==> config.mk <==
export PLATFORM = sky130hd
export DESIGN_NAME = auto_play_sequencer
export DESIGN_NICKNAME = d
export VERILOG_FILES = /design/src/rtl/auto_play_sequencer.sv
export SDC_FILE = /design/constraint.sdc
export NUM_CORES = 1
export LEC_CHECK = 0
export ABC_AREA = 1
export BUFFER_PORTS_ARGS = -buffer_cell sky130_fd_sc_hd__buf_2
export CAP_MARGIN = 20
export CORE_MARGIN = 3
export CORE_UTILIZATION = 35
export CTS_BUF_LIST = sky130_fd_sc_hd__clkbuf_8
export CTS_CLUSTER_DIAMETER = 80
export DETAILED_ROUTE_END_ITERATION = 10
export PLACE_DENSITY_LB_ADDON = 0.05
export SLEW_MARGIN = 20
export SYNTH_ARGS = -nofsm -noshare
export SYNTH_HDL_FRONTEND = slang
export SYNTH_SLANG_ARGS = --single-unit
==> constraint.sdc <==
create_clock -name clk -period 1.9 [get_ports clk]
set_clock_uncertainty 0.1 [all_clocks]
set_input_delay 0.19 -clock clk [delete_from_list [all_inputs] [get_ports clk]]
set_output_delay 0.19 -clock clk [all_outputs]
set_load 0.1 [all_outputs]
==> src/rtl/auto_play_sequencer.sv <==
// Auto-play sequencer: walks the song ROM note by note, drives the tone generator's
// note code and reports song number and progress for the display and LEDs.

module auto_play_debounce #(
   parameter int unsigned CYCLES = 2_000_000
) (
   input  logic clk,
   input  logic rst,
   input  logic raw,
   output logic press
);
   localparam int unsigned      CNT_W    = (CYCLES < 2) ? 1 : $clog2(CYCLES);
   localparam logic [CNT_W-1:0] CNT_LOAD = CNT_W'(CYCLES - 1);

   logic             clean;
   logic [CNT_W-1:0] cnt;

   // cnt runs down only while raw disagrees with the clean level
   always_ff @(posedge clk) begin
      if (rst) begin
         clean <= 1'b0;
         cnt   <= CNT_LOAD;
         press <= 1'b0;
      end else begin
         press <= 1'b0;
         if (raw == clean) begin
            cnt <= CNT_LOAD;
         end else if (cnt == '0) begin
            clean <= raw;
            cnt   <= CNT_LOAD;
            press <= raw;
         end else begin
            cnt <= cnt - 1'b1;
         end
      end
   end
endmodule

// state    | meaning
// S_IDLE   | auto mode off, silent
// S_LOAD   | fetch ROM entry at note_idx (END advances the song)
// S_PLAY   | note sounding, beat_cnt running down
// S_GAP    | silent articulation gap, gap_cnt running down
// S_PAUSED | counters frozen, silent, ret_state holds PLAY or GAP
module auto_play_sequencer #(
   parameter int unsigned TICKS_PER_BEAT  = 25_000_000,
   parameter int unsigned GAP_TICKS       = 2_500_000,
   parameter int unsigned DEBOUNCE_CYCLES = 2_000_000,
   parameter int unsigned NUM_SONGS       = 3
) (
   input  logic       clk,
   input  logic       rst,
   input  logic       enable,
   input  logic       btn_prev,
   input  logic       btn_pause,
   input  logic       btn_next,
   output logic [4:0] note,
   output logic [1:0] song_num,
   output logic       playing,
   output logic [7:0] led
);
   typedef enum logic [2:0] {S_IDLE, S_LOAD, S_PLAY, S_GAP, S_PAUSED} state_t;

   localparam int unsigned      BEAT_W    = $clog2(7 * TICKS_PER_BEAT);
   localparam int unsigned      GAP_W     = (GAP_TICKS < 2) ? 1 : $clog2(GAP_TICKS);
   localparam logic [GAP_W-1:0] GAP_LOAD  = (GAP_TICKS == 0) ? '0 : GAP_W'(GAP_TICKS - 1);
   localparam logic [1:0]       SONG_LAST = 2'(NUM_SONGS - 1);

   state_t              state, state_nxt, ret_state;
   logic [4:0]          note_idx;
   logic [4:0]          cur_note;
   logic [BEAT_W-1:0]   beat_cnt, beat_load;
   logic [GAP_W-1:0]    gap_cnt;
   logic [7:0]          rom_word;
   logic [2:0]          beats_eff;
   logic                rom_end;
   logic [1:0]          song_inc, song_dec;
   logic                press_prev, press_pause, press_next;
   logic                active, ev_next, ev_prev, ev_pause, ev_resume;

   auto_play_debounce #(.CYCLES(DEBOUNCE_CYCLES)) u_db_prev (
      .clk(clk), .rst(rst), .raw(btn_prev), .press(press_prev));
   auto_play_debounce #(.CYCLES(DEBOUNCE_CYCLES)) u_db_pause (
      .clk(clk), .rst(rst), .raw(btn_pause), .press(press_pause));
   auto_play_debounce #(.CYCLES(DEBOUNCE_CYCLES)) u_db_next (
      .clk(clk), .rst(rst), .raw(btn_next), .press(press_next));

   // ROM entry {note[4:0], beats[2:0]}; note 31 marks END
   always_comb begin
      rom_word = {5'd31, 3'd0};
      case ({song_num, note_idx})
         {2'd0, 5'd0}: rom_word = {5'd8,  3'd1};
         {2'd0, 5'd1}: rom_word = {5'd9,  3'd1};
         {2'd0, 5'd2}: rom_word = {5'd10, 3'd1};
         {2'd0, 5'd3}: rom_word = {5'd11, 3'd1};
         {2'd0, 5'd4}: rom_word = {5'd12, 3'd1};
         {2'd0, 5'd5}: rom_word = {5'd13, 3'd1};
         {2'd0, 5'd6}: rom_word = {5'd14, 3'd1};
         {2'd1, 5'd0}: rom_word = {5'd15, 3'd2};
         {2'd1, 5'd1}: rom_word = {5'd12, 3'd1};
         {2'd1, 5'd2}: rom_word = {5'd10, 3'd0};
         {2'd1, 5'd3}: rom_word = {5'd0,  3'd1};
         {2'd1, 5'd4}: rom_word = {5'd8,  3'd3};
         {2'd2, 5'd0}: rom_word = {5'd21, 3'd1};
         {2'd2, 5'd1}: rom_word = {5'd19, 3'd1};
         {2'd2, 5'd2}: rom_word = {5'd17, 3'd2};
         {2'd2, 5'd3}: rom_word = {5'd1,  3'd1};
         {2'd2, 5'd4}: rom_word = {5'd5,  3'd2};
         default:      rom_word = {5'd31, 3'd0};
      endcase
   end

   assign rom_end   = (rom_word[7:3] == 5'd31);
   assign beats_eff = (rom_word[2:0] == 3'd0) ? 3'd1 : rom_word[2:0];
   assign beat_load = BEAT_W'(BEAT_W'(beats_eff) * BEAT_W'(TICKS_PER_BEAT) - BEAT_W'(1));
   assign song_inc  = (song_num == SONG_LAST) ? 2'd0 : song_num + 2'd1;
   assign song_dec  = (song_num == 2'd0) ? SONG_LAST : song_num - 2'd1;

   // presses ranked next > prev > pause, ignored while idle
   assign active    = enable && (state != S_IDLE);
   assign ev_next   = active && press_next;
   assign ev_prev   = active && !press_next && press_prev;
   assign ev_pause  = active && !press_next && !press_prev && press_pause &&
                      ((state == S_PLAY) || (state == S_GAP));
   assign ev_resume = active && !press_next && !press_prev && press_pause &&
                      (state == S_PAUSED);

   always_ff @(posedge clk) begin
      if (rst) state <= S_IDLE;
      else     state <= state_nxt;
   end

   always_comb begin
      state_nxt = state;
      if (!enable)                  state_nxt = S_IDLE;
      else if (state == S_IDLE)     state_nxt = S_LOAD;
      else if (ev_next || ev_prev)  state_nxt = S_LOAD;
      else if (ev_pause)            state_nxt = S_PAUSED;
      else if (ev_resume)           state_nxt = ret_state;
      else begin
         case (state)
            S_LOAD:  if (!rom_end)        state_nxt = S_PLAY;
            S_PLAY:  if (beat_cnt == '0)  state_nxt = S_GAP;
            S_GAP:   if (gap_cnt == '0)   state_nxt = S_LOAD;
            default:                      state_nxt = state;
         endcase
      end
   end

   always_ff @(posedge clk) begin
      if (rst) begin
         song_num  <= 2'd0;
         note_idx  <= 5'd0;
         cur_note  <= 5'd0;
         beat_cnt  <= '0;
         gap_cnt   <= '0;
         ret_state <= S_IDLE;
      end else if (!enable || (state == S_IDLE)) begin
         note_idx <= 5'd0;
      end else if (ev_next || ev_prev) begin
         song_num <= ev_next ? song_inc : song_dec;
         note_idx <= 5'd0;
      end else if (ev_pause) begin
         ret_state <= state;
      end else if (!ev_resume) begin
         case (state)
            S_LOAD: begin
               if (rom_end) begin
                  note_idx <= 5'd0;
                  song_num <= song_inc;
               end else begin
                  cur_note <= rom_word[7:3];
                  beat_cnt <= beat_load;
               end
            end
            S_PLAY: begin
               if (beat_cnt == '0) gap_cnt  <= GAP_LOAD;
               else                beat_cnt <= beat_cnt - 1'b1;
            end
            S_GAP: begin
               if (gap_cnt == '0) note_idx <= note_idx + 1'b1;
               else               gap_cnt  <= gap_cnt - 1'b1;
            end
            default: ;
         endcase
      end
   end

   // cur_note survives a pause, so resuming PLAY brings the same note back
   always_comb begin
      note    = (state == S_PLAY) ? cur_note : 5'd0;
      playing = (state == S_PLAY) || (state == S_GAP);
      led     = {playing, (state == S_PAUSED), 1'b0, note_idx};
   end
endmodule

## Yosys cells after proc, flatten, opt, wreduce, memory -nomap -nowiden

Cells that the tools add are included.

- Add/sub/neg operators: 9
- $mul: 1
- Equality and inequality tests: 42
- Multiplexer cells: 28
- Bitwise logic cells: 12
- Reductions and logical operators: 55

Operator list:

| kind | number |
|---|---|
| case mux 8 bit (16 select lines) | 1 |
| logical NOT 21 bit | 3 |
| subtractor 21 x 1 -> 21 bit, second input constant | 3 |
| 2-to-1 mux 28 bit | 2 |
| case mux 28 bit (2 select lines) | 1 |
| subtractor 28 x 1 -> 28 bit, second input constant | 2 |
| 2-to-1 mux 22 bit | 2 |
| case mux 22 bit (2 select lines) | 1 |
| equality test 7 x 6 -> 1 bit, second input constant | 5 |
| equality test 7 bit, second input constant | 5 |
| logical NOT 28 bit | 1 |
| logical NOT 22 bit | 1 |
| multiplier 3 x 19 -> 22 bit, second input constant | 1 |
| subtractor 22 x 1 -> 22 bit, second input constant | 1 |
| equality test 7 x 3 -> 1 bit, second input constant | 3 |
| OR reduction 3 bit | 7 |
| 2-to-1 mux 3 bit | 6 |
| != test 6 bit, second input constant | 3 |
| 2-to-1 mux 2 bit | 8 |
| 2-to-1 mux 5 bit | 3 |
| equality test 7 x 2 -> 1 bit, second input constant | 2 |
| AND reduction 7 bit | 2 |
| != test 2 bit, second input constant | 6 |
| != test 4 bit, second input constant | 3 |
| other kinds (35) | 75 |

- Register bits after elaboration: 137
- Bits of input ports: 6

## Logic depth before layout (Yosys ltp)

- Depth after elaboration: 10
- Gate-level depth with buffers: 13
- Gate-level depth less buffers: 13

## By module

Synthesis repeated with hierarchy kept, for this count alone.

- Cells, all modules: 1,345
- Area, all modules: 8,811.0 sq um

Modules (own cells, without submodules):

| module | instances | cells each | area each (sq um) |
|---|---|---|---|
| auto_play_sequencer | 1 | 817 | 5,038.6 |
| auto_play_debounce | 3 | 176 | 1,257.5 |

## Worst setup path before layout

No wires, ideal clock.

- Path kind: reg2out
- Start point: register state[1]
- End point: output port note[0]
- Data arrival time: 2.806 ns
- Required time: 1.610 ns
- Path slack: -1.196 ns
- Stages on the path, launching flop included: 8
- Path through: dfxtp_1 -> inv_2 -> nor2_4 -> inv_2 -> nor2_2 -> inv_1 -> clkbuf_1 -> nor2_1

- Cells in the longest elaborated chain, start to end: 2

Ends and longest elaborated chain:

| what | RTL line | text |
|---|---|---|
| start: declaration | 69 | `state_t state, state_nxt, ret_state;` |
| start signal: assignment | 130 | `else state <= state_nxt;` |
| equality test 3 x 2 -> 1 bit | 191 | `note = (state == S_PLAY) ? cur_note : 5'd0;` |
| 2-to-1 mux 5 bit | 191 |  |
| end: declaration | 57 | `output logic [4:0] note,` |

Every way passes these cells.

## Final worst setup path

- Start point: register note_idx[0]
- End point: register beat_cnt[24]

- Cells in the longest elaborated chain, start to end: 9
- Elaborated cells between the ends (all ways): 28

Ends and longest elaborated chain:

| what | RTL line | text |
|---|---|---|
| start: declaration | 70 | `logic [4:0] note_idx;` |
| start signal: assignment | 181 | `if (gap_cnt == '0) note_idx <= note_idx + 1'b1;` |
| equality test 7 x 6 -> 1 bit or equality test 7 x 3 -> 1 bit (tied branches) | 91 | `case ({song_num, note_idx})` |
| OR reduction 2 bit (no source line) | n/a |  |
| case mux 8 bit (16 select lines) (*) | 91 |  |
| logical NOT 3 bit | 114 | `assign beats_eff = (rom_word[2:0] == 3'd0) ? 3'd1 : rom_word[2:0];` |
| 2-to-1 mux 3 bit | 114 |  |
| multiplier 3 x 19 -> 22 bit | 115 | `assign beat_load = BEAT_W'(BEAT_W'(beats_eff) * BEAT_W'(TICKS_PER_BEAT) - BEAT_W'(1));` |
| subtractor 28 x 1 -> 28 bit | 115 |  |
| 2-to-1 mux 28 bit | 168 | `if (rom_end) begin` |
| case mux 28 bit (2 select lines) | 166 | `case (state)` |
| end signal: assignment | 173 | `beat_cnt <= beat_load;` |
| end signal: assignment | 178 | `else beat_cnt <= beat_cnt - 1'b1;` |
| end: declaration | 72 | `logic [BEAT_W-1:0] beat_cnt, beat_load;` |

Mark *: on every way between the ends. The rest lies on a longest branch, timed or not. The select of a mux whose other input is x is not followed.
A chain may end at the register's enable or synchronous reset.

==> flow_metrics.tcl <==
set metrics [dict create \
    status "finished with violations" \
    failed_checks "negative setup slack" \
    cts_tree "yes" \
    rows 53 \
    start_util 0.362 \
    htreeDepth 4 \
    crit_type "reg -> reg" \
    fin_crit_sh 1.02 \
    drtPass1Iterations 5 \
    grt_overflow 0 \
    antenna_cells 0 \
    final_common_cell "nand2_1" \
    power.density_nw_per_um2 551 \
    final_cells 1714 \
    vias 8051 \
    min_path_type "in -> reg" \
    netlist_instances 1234 \
    antenna_found_initial 0 \
    drt_wl_total_um 21500 \
    wl_per_cell_um 12.5 \
    worst_skew_pair.late_latency_ps 450 \
    ys_ff_latch 137 \
    fmax_mhz 517 \
    syn_area_per_cell_um2 6.29 \
    setup.worst_path.end_class "flip-flop" \
    synth_edf_count 0 \
    clkPwrFrac 0.404 \
    cp_data_required_time_ps 2130 \
    p_int_mw 4.25 \
    grt_pass1_wl_um 35000 \
    grtUsageTotal 0.175 \
    die_w_um 155 \
    grt_max_degree 37 \
    fp.coreArea_um2 21400 \
    drive_above_1_share 0.303 \
    cp_max_fo 12 \
    syn-cell-area_um2 7760 \
    die_area_um2 24000 \
    io_pins 22 \
    vdd_drop_max_mv 0.345 \
    via_per_inst 4.70 \
    synth-seq-area-share 0.354 \
    switching_power_mw 1.76 \
    synth_nets 1253 \
    async_flop_share 0 \
    register_area_um2 2780 \
    dp_cells 1648 \
    power_frac_comb 0.113 \
    synthToLayoutAreaGrowth_pct 40.8 \
    p_leak_nw 5.08 \
    clkTransAtPathRegs_ps 90 \
    dp_hpwl_um 15000 \
    cts_sinks 137 \
    ys.warnings.count 0 \
    io_buffers 20 \
    cts_root_buffer "clkbuf_8" \
    switching_share 0.293 \
    first_global_vias 7506 \
    critPathArrivalTime_ps 2170 \
    period_needed_ps 1930 \
    gp_congestion 0.823 \
    clockBufferDepth 2 \
    synth_cell_types 39 \
    drt_first_iter_violations 341 \
    die-height_um 155 \
    finalPower_mw 6.02 \
    ant_nets 0 \
    setup_viol 28 \
    most-common-layout-cells "270 x nand2_1, 217 x nor2_1, 156 x buf_4" \
    nFillCells 2175 \
    remaining_drc_errors 0 \
    seq_power_share 0.483 \
    fin_ws_ps -32.8 \
    synth_top_flop_cell "dfxtp_1" \
    cts-buffers-inserted 17 \
    rsz0062_at_grt "true" \
    multiInputGateArea_um2 5150 \
    fin_nets 1446 \
    finalHoldViolations 0 \
    drv_cap 0 \
    startpoint_type "flip-flop" \
    slew_violations 0 \
    hold_slack_ps 69.1 \
]
[power groups by stage]
stage	clock network, mW	logic [mW]	registers [mW]
floorplan	0	0.364	2.97
global placement	0	0.589	2.97
detailed placement	0	0.591	2.97
CTS	2.56	0.620	2.90
global route	2.67	0.757	2.91
finish	2.43	0.682	2.90
[per-stage QoR]
| stage | TNS [ps] | utilization | area (um2) | worst slack [ps] |
|---|---|---|---|---|
| floorplan | -15180 | - | 7960 | -361 |
| global placement | -1000 | 0.442 | 9460 | -63.0 |
| detailed placement | -3070 | 0.442 | 9460 | -93.9 |
| CTS | -524 | 0.476 | 10200 | -43.5 |
| global route | -4560 | 0.510 | 10900 | -143 |
| finish | -342 | 0.510 | 10900 | -32.8 |
[registers in the layout (all words and copies together) (netlist names)]
register / count
u_db_pause.press: 1
u_db_prev.press: 1
u_db_next.clean: 1
beat_cnt: 28
cur_note: 5
u_db_pause.cnt: 21
u_db_next.press: 1
state: 3
u_db_prev.clean: 1
u_db_pause.clean: 1
ret_state: 3
gap_cnt: 22
u_db_next.cnt: 21
note_idx: 5
u_db_prev.cnt: 21
song_num: 2
[logic make-up (layout without fill, tap and decap cells)]
group	after synthesis	in the layout	synth area share
and+or+nand+nor	769	769	0.417
adders and majority gates	13	13	0.0210
buffers and inverters	146	351	0.0744
xor gates and xnor gates	41	41	0.0463
other	1	1	0.000483
muxes	1	1	0.00145
AOI/OAI and AO/OA	126	126	0.0858
DFF	137	137	0.354
[critical path: stages, from the launching register on]
cell     delay, ps
dfxtp_4        400
inv_6           50
ha_4           170
nand3_4         80
nor2_1          50
nor2_1         150
nand3_2        120
nor2_4         160
nand3_4        130
nand2_8        140
buf_12         150
nand2_1         50
nand2_1         50
nor2_1          40
[metal layers]
layer / vias to the layer above / GRT usage / wire (um)
li1: 4317 / - / -
met4: 0 / 0.0450 / 222
met1: 3649 / 0.226 / 10300
met2: 66 / 0.300 / 10500
met5: - / 0 / 0
met3: 19 / 0.0323 / 484
[cell type report]
class,count,share of cell area
inverters,117,0.0427
flip-flops and latches,137,0.254
clock inverters,14,0.0141
multi-input cells,951,0.472
clock buffers,17,0.0214
repair buffers,203,0.164
well taps,275,0.0315
[Yosys cell counts (all sizes together), types with 2 or more instances]
| library cell | instances | area, um2 |
|---|---|---|
| inv | 117 | 439 |
| xor2 | 23 | 201 |
| nor2 | 291 | 1130 |
| a21oi | 72 | 360 |
| nand3 | 99 | 510 |
| ha | 13 | 163 |
| buf | 14 | 81.3 |
| nor4 | 7 | 43.8 |
| dfxtp | 137 | 2740 |
| clkbuf | 15 | 56.3 |
| nand4 | 18 | 119 |
| or2 | 17 | 106 |
| nand3b | 5 | 37.5 |
| o21ai | 45 | 225 |
| nand2 | 309 | 1170 |
| o31ai | 2 | 15.0 |
| xnor2 | 18 | 158 |
| nor3 | 21 | 105 |
[worst paths after layout]
path,cells past startpoint,endpoint,slack [ps],startpoint
min reg2reg,1,u_db_pause.cnt[0],300,u_db_pause.cnt[0]
min,5,state[0],70,enable
max,13,beat_cnt[24],-30,note_idx[0]
max reg2reg,13,beat_cnt[24],-30,note_idx[0]
[what timing repair did]
action                     CTS  global route
pin swaps                   25            51
setup endpoints to repair   66           123
hold buffers                 4             0
setup buffers               19             8
cloned                       1             4
hold endpoints to repair     8             0
resized for setup           47           161
Note: power is estimated with default switching activity, not from simulation.
